File: config.mk
export PLATFORM = sky130hd
export DESIGN_NAME = mmio_display_controller
export DESIGN_NICKNAME = d
export VERILOG_FILES = /design/src/rtl/mmio_io_pkg.sv /design/src/rtl/page_hold_timer.sv /design/src/rtl/mmio_display_controller.sv
export SDC_FILE = /design/constraint.sdc
export NUM_CORES = 1
export LEC_CHECK = 0
export CORE_MARGIN = 2
export CORE_UTILIZATION = 49
export DETAILED_ROUTE_END_ITERATION = 8
export PLACE_DENSITY_LB_ADDON = 0.12
export SYNTH_ARGS = -nofsm -noshare
export SYNTH_HDL_FRONTEND = slang
export SYNTH_HIERARCHICAL = 1
export SYNTH_SLANG_ARGS = --single-unit
File: constraint.sdc
create_clock -name clk -period 3.1 [get_ports clk]
set_clock_uncertainty 0.2 [all_clocks]
set_input_delay 0.62 -clock clk [delete_from_list [all_inputs] [get_ports clk]]
set_output_delay 0.62 -clock clk [all_outputs]
set_load 0.03 [all_outputs]
File: src/rtl/mmio_io_pkg.sv
// Shared constants and types for the memory-mapped display/LED output block.
package mmio_io_pkg;

    // Default store addresses decoded by the controller
    localparam logic [31:0] DEF_DISP_ADDR = 32'h0000_FF00;
    localparam logic [31:0] DEF_LED_ADDR  = 32'h0000_FF04;
    localparam logic [31:0] DEF_CTRL_ADDR = 32'h0000_FF08;

    // 1 s per half at 25 MHz
    localparam int unsigned DEF_HOLD_CYCLES = 25_000_000;

    // Control register mode field (bits [1:0])
    typedef enum logic [1:0] {
        MODE_LO    = 2'b00,
        MODE_HI    = 2'b01,
        MODE_AUTO  = 2'b10,
        MODE_BLANK = 2'b11
    } disp_mode_t;

    // Which view the seven-segment subsystem is showing
    typedef enum logic [1:0] {
        SHOW_LO = 2'b00,
        SHOW_HI = 2'b01,
        BLANK   = 2'b10
    } disp_state_t;

endpackage

File: src/rtl/page_hold_timer.sv
// Dwell timer for auto page alternation: counts while run is high and pulses
// expire during the last cycle of each HOLD_CYCLES-long period.
module page_hold_timer #(
    parameter int unsigned HOLD_CYCLES = 25_000_000
) (
    input  logic clk,
    input  logic reset,
    input  logic run,
    input  logic restart,
    output logic expire
);

    localparam int unsigned CNT_W = (HOLD_CYCLES > 1) ? $clog2(HOLD_CYCLES) : 1;
    localparam logic [CNT_W-1:0] LAST = CNT_W'(HOLD_CYCLES - 1);

    logic [CNT_W-1:0] cnt_q, cnt_d;

    // Next count: cleared on restart or when idle, wraps after the last cycle
    always_comb begin
        cnt_d  = cnt_q + 1'b1;
        expire = 1'b0;
        if (restart || !run) begin
            cnt_d = '0;
        end else if (cnt_q == LAST) begin
            cnt_d  = '0;
            expire = 1'b1;
        end
    end

    // Counter register
    always_ff @(posedge clk or posedge reset) begin
        if (reset) begin
            cnt_q <= '0;
        end else begin
            cnt_q <= cnt_d;
        end
    end

endmodule

File: src/rtl/mmio_display_controller.sv
// Memory-mapped output controller: decodes processor stores into the display
// word, LED word and mode register, and schedules which display half is shown.
module mmio_display_controller
    import mmio_io_pkg::*;
#(
    parameter logic [31:0] DISP_ADDR   = DEF_DISP_ADDR,
    parameter logic [31:0] LED_ADDR    = DEF_LED_ADDR,
    parameter logic [31:0] CTRL_ADDR   = DEF_CTRL_ADDR,
    parameter int unsigned HOLD_CYCLES = DEF_HOLD_CYCLES
) (
    input  logic        clk,
    input  logic        reset,
    input  logic        wr_en,
    input  logic [31:0] wr_addr,
    input  logic [31:0] wr_data,
    output logic        wr_ack,
    output logic [15:0] disp_value,
    output logic        disp_blank,
    output logic        disp_page,
    output logic [15:0] led_value
);

    logic        hit_disp, hit_led, hit_ctrl;
    logic [31:0] disp_word_q, disp_word_d;
    logic [15:0] led_q, led_d;
    disp_mode_t  mode_q, mode_d;
    disp_state_t state_q, state_d;
    logic        expire;

    logic        wr_ack_q;
    logic [15:0] disp_value_q, disp_value_d;
    logic        disp_blank_q, disp_blank_d;
    logic        disp_page_q, disp_page_d;

    // Full-width address decode; each strobed cycle is an independent store
    always_comb begin
        hit_disp = wr_en && (wr_addr == DISP_ADDR);
        hit_led  = wr_en && (wr_addr == LED_ADDR);
        hit_ctrl = wr_en && (wr_addr == CTRL_ADDR);
    end

    // A CTRL write restarts the dwell period even when rewriting the same mode
    page_hold_timer #(
        .HOLD_CYCLES (HOLD_CYCLES)
    ) u_page_hold_timer (
        .clk     (clk),
        .reset   (reset),
        .run     (mode_q == MODE_AUTO),
        .restart (hit_ctrl),
        .expire  (expire)
    );

    // Register-file next state
    always_comb begin
        disp_word_d = disp_word_q;
        led_d       = led_q;
        mode_d      = mode_q;
        if (hit_disp) disp_word_d = wr_data;
        if (hit_led)  led_d       = wr_data[15:0];
        if (hit_ctrl) mode_d      = disp_mode_t'(wr_data[1:0]);
    end

    // FSM next state: a CTRL write overrides a coincident expiry
    always_comb begin
        state_d = state_q;
        if (hit_ctrl) begin
            unique case (mode_d)
                MODE_LO:    state_d = SHOW_LO;
                MODE_HI:    state_d = SHOW_HI;
                MODE_AUTO:  state_d = SHOW_LO;
                MODE_BLANK: state_d = BLANK;
                default:    state_d = SHOW_LO;
            endcase
        end else if (expire) begin
            state_d = (state_q == SHOW_HI) ? SHOW_LO : SHOW_HI;
        end
    end

    // Output next values from next state so new data appears one cycle after the store
    always_comb begin
        disp_value_d = '0;
        disp_blank_d = 1'b0;
        disp_page_d  = 1'b0;
        case (state_d)
            SHOW_LO: disp_value_d = disp_word_d[15:0];
            SHOW_HI: begin
                disp_value_d = disp_word_d[31:16];
                disp_page_d  = 1'b1;
            end
            BLANK:   disp_blank_d = 1'b1;
            default: disp_value_d = '0;
        endcase
    end

    // State and output registers
    always_ff @(posedge clk or posedge reset) begin
        if (reset) begin
            disp_word_q  <= '0;
            led_q        <= '0;
            mode_q       <= MODE_LO;
            state_q      <= SHOW_LO;
            wr_ack_q     <= 1'b0;
            disp_value_q <= '0;
            disp_blank_q <= 1'b0;
            disp_page_q  <= 1'b0;
        end else begin
            disp_word_q  <= disp_word_d;
            led_q        <= led_d;
            mode_q       <= mode_d;
            state_q      <= state_d;
            wr_ack_q     <= hit_disp || hit_led || hit_ctrl;
            disp_value_q <= disp_value_d;
            disp_blank_q <= disp_blank_d;
            disp_page_q  <= disp_page_d;
        end
    end

    assign wr_ack     = wr_ack_q;
    assign disp_value = disp_value_q;
    assign disp_blank = disp_blank_q;
    assign disp_page  = disp_page_q;
    assign led_value  = led_q;

endmodule

==> run_results.csv <==
group,metric,value,unit
worst_setup_path,cp-endpoint,"disp_value[15]$_DFF_PP0_",
synthesis,yosys.area.top_type,"dfrtp_1",
global_route,grt_pass1_vias,2908,
synthesis,synthTopCellsByCount,"dfrtp_1 (96), mux2_2 (42), nor2_1 (32)",
pwr,p_comb_frac,0.062,
worst_setup_path,reg2reg_slack,0.55,ns
synthesis,seq_area_frac_synth,0.570,
die,rows,33,
worst_setup_path,reg2reg_from,"u_page_hold_timer/cnt_q[0]$_DFF_PP0_",
drt,wl_per_cell,15.3,um
layout,design_area,0.00562,mm2
cts,clk_root_buffer_cell,"clkbuf_8",
placement,post_dp_cell_area,0.00545,mm2
pwr,p_seq_frac,0.596,
layout,diodes,0,
synthesis,synth_edf_count,0,
synthesis,syn_inst,328,
worst_setup_path,critPathRequiredTime,3.14,ns
layout,fin_util,0.681,
global_route,grt_first_pass_wirelength,14300,um
drt,wirelength,8420,um
cts,cts_setup_buffers,0,
drt,vias,2956,
cts,cts_tree,"built",
global_route,track_usage,0.187,
synthesis,async_flop_share,1.00,
sta,drv_slew,0,
placement,gp_congestion,0.748,
drt,drt-pass1-iter-count,4,
global_route,antenna_found_initial,0,
layout,fin_nets,510,
global_route,grt.overflow.total,0,
synthesis,synth_top_family_by_area,"multiplexers",
synthesis,synth_cell_types,40,
outcome,outcome,"finished, final reports clean",
worst_setup_path,start_kind,"primary input",
drt,first_iter_violations,109,
synthesis,muxShareOfSynthArea,0.174,
layout,area_growth,33.4,%
cts,cts_resized,0,
global_route,grt_max_degree,33,
synthesis,syn_nets,396,
cts,clk_pin_slew,0.09,ns
worst_setup_path,cp-end-kind,"flop",
sta,worst_slew_pin_slew,0.975,ns
cts,htree_levels,3,
synthesis,synth-adder-area-share,0.00297,
pwr,power.density,373,mW/mm2
sta,hold_viol,0,
sta,grt_setup_unrepaired,"false",
worst_setup_path,crit_fanout,7,
sta,maxSlewHeadroom,0.350,
cts,cts_inserted_buffers,9,
placement,port_buffers,101,
sta,setup_tns,0,ns
synthesis,synth_flop_cell,"dfrtp_1",
synthesis,synth.avg_cell_area,12.9,um2
worst_setup_path,critPathKind,"primary input to flop",
sta,period_share,0.910,
sta,setup_violations,0,
layout,drive_gt1_frac,0.193,
synthesis,synthSimpleGateAreaFrac,0.160,
cts,cts.sinks,96,
pwr,swShare,0.225,
synthesis,synth.most_common_cell,"dfrtp_1",
worst_setup_path,r2r_cells,10,
worst_setup_path,worstPathArrival,2.86,ns
synthesis,synth_area_leaders,"dfrtp_1 (57%), mux2_2 (11%), mux2i_1 (4.0%), nor2_1 (2.8%), mux2_1 (2.1%)",
die,die_y,96.8,um
drt,remaining_drc_errors,0,
synthesis,yosysTopAreaCellShare,0.570,
sta,min_period,2.82,ns
pwr,p_leak,2.51,nW
synthesis,syn_area,0.00422,mm2
die,start_util,0.510,
synthesis,yosys_register_bits,96,
pwr,p_sw,0.472,mW
pwr,p_int,1.63,mW
drt,vias_per_cell,5.36,
cts,clockBufferDepth,2,
flow_run,drv_cap,0,
pwr,total_power,2.10,mW
die,die_area,0.00936,mm2
pwr,clock_power_share,0.342,
sta,fmax,0.354,GHz
placement,dpl.hpwl,5950,um
cts,ctsHoldBuffers,0,
min_path,min_path_type,"flop to flop",
synthesis,yosysWarnings,6,
die,io_pins,102,
drt,drtAntennaViolNets,0,
pwr,ir_drop,0.245,mV
die,chipWidth,96.8,um
synthesis,synth_xor_area_frac,0.0208,
synthesis,synth-compound-area-share,0.0430,
worst_setup_path,r2r-end,"disp_value[15]$_DFF_PP0_",
die,core_area,0.00826,mm2
worst_setup_path,cp-startpoint,"wr_addr[24]",
cts,insertion_delay,0.36,ns
[cells in the final DEF (no fill, tap or decap), drive strengths merged, types with 8 or more instances in the layout]
cell type	netlist	final
a21oi	14	14
buf	13	15
clkbuf	0	9
clkdlybuf4s50	0	101
dfrtp	96	96
mux2	50	50
mux2i	17	17
nand2	8	8
nand3	13	13
nor2	32	32
o21ai	9	9
or3	8	8
[flip-flops by register name, summed over array words and instances, names as in the netlist]
signal and flops:
disp_word_q 32, led_value 16, wr_ack 1, disp_value 16, disp_page 1, disp_blank 1
u_page_hold_timer/cnt_q 25, mode_q 2, state_q 2
[power groups by stage]
stage / sequential, mW / clock (mW) / combinational (mW)
finish: 1.25 / 0.718 / 0.130
global route: 1.25 / 0.794 / 0.143
CTS: 1.25 / 0.744 / 0.133
detailed placement: 1.28 / 0 / 0.133
global placement: 1.28 / 0 / 0.131
floorplan: 1.28 / 0 / 0.0254
[cell families after synthesis]
| family | Yosys count |
|---|---|
| multiplexers | 67 |
| flip-flops | 96 |
| XOR/XNOR | 10 |
| AO/OA/AOI/OAI | 30 |
| adder cells (fa/ha/maj) | 1 |
| AND/OR/NAND/NOR | 106 |
| buffers and inverters | 18 |
[per-stage QoR]
stage	std cells	hold slack (ns)	worst slack, ns
6_report	551	0.291	0.278
2_1_floorplan	328	0.254	0.173
3_3_place_gp	536	0.267	-0.0531
4_1_cts	551	0.295	0.263
5_1_grt	551	0.317	0.0881
3_5_place_dp	536	0.275	-0.0983
[metal layers]
layer | up-vias | share of wire | global-route usage
li1 | 1394 | - | -
met2 | 88 | 0.46 | 0.292
met4 | 0 | 0.016 | 0.0683
met1 | 1464 | 0.47 | 0.256
met5 | - | 0 | 0
met3 | 10 | 0.059 | 0.0491
[area by class of cell]
cell class	instances	area, um2
flip-flops and latches	96	2400
inverters	5	18.8
fillers	622	2640
clock buffers	9	124
multi-input cells	214	1700
repair buffers	116	1200
clock inverters	6	45.0
well taps	105	131
[how the worst min path moves through the flow]
stage / depth (start not counted) / slack (ns) / endpoint / from
floorplan: 1 / 0.25 / disp_word_q[0]$_DFF_PP0_ / disp_word_q[0]$_DFF_PP0_
global placement: 1 / 0.27 / disp_word_q[2]$_DFF_PP0_ / disp_word_q[2]$_DFF_PP0_
detailed placement: 1 / 0.28 / disp_word_q[14]$_DFF_PP0_ / disp_word_q[14]$_DFF_PP0_
CTS: 1 / 0.30 / disp_word_q[14]$_DFF_PP0_ / disp_word_q[14]$_DFF_PP0_
global route: 1 / 0.32 / disp_word_q[20]$_DFF_PP0_ / disp_word_q[20]$_DFF_PP0_
finish: 1 / 0.29 / disp_word_q[14]$_DFF_PP0_ / disp_word_q[14]$_DFF_PP0_
[worst max-delay path, stage by stage]
cell             delay (ns)
clkdlybuf4s50_1        0.41
and4bb_1               0.27
nand4_2                0.15
nor4_4                 0.30
nor2b_1                0.09
and2_1                 0.16
nand3b_1               0.07
o21ai_0                0.13
mux2i_4                0.20
buf_4                  0.21
mux2i_1                0.19
nor2_1                 0.06
(Power assumes the default switching activity.)
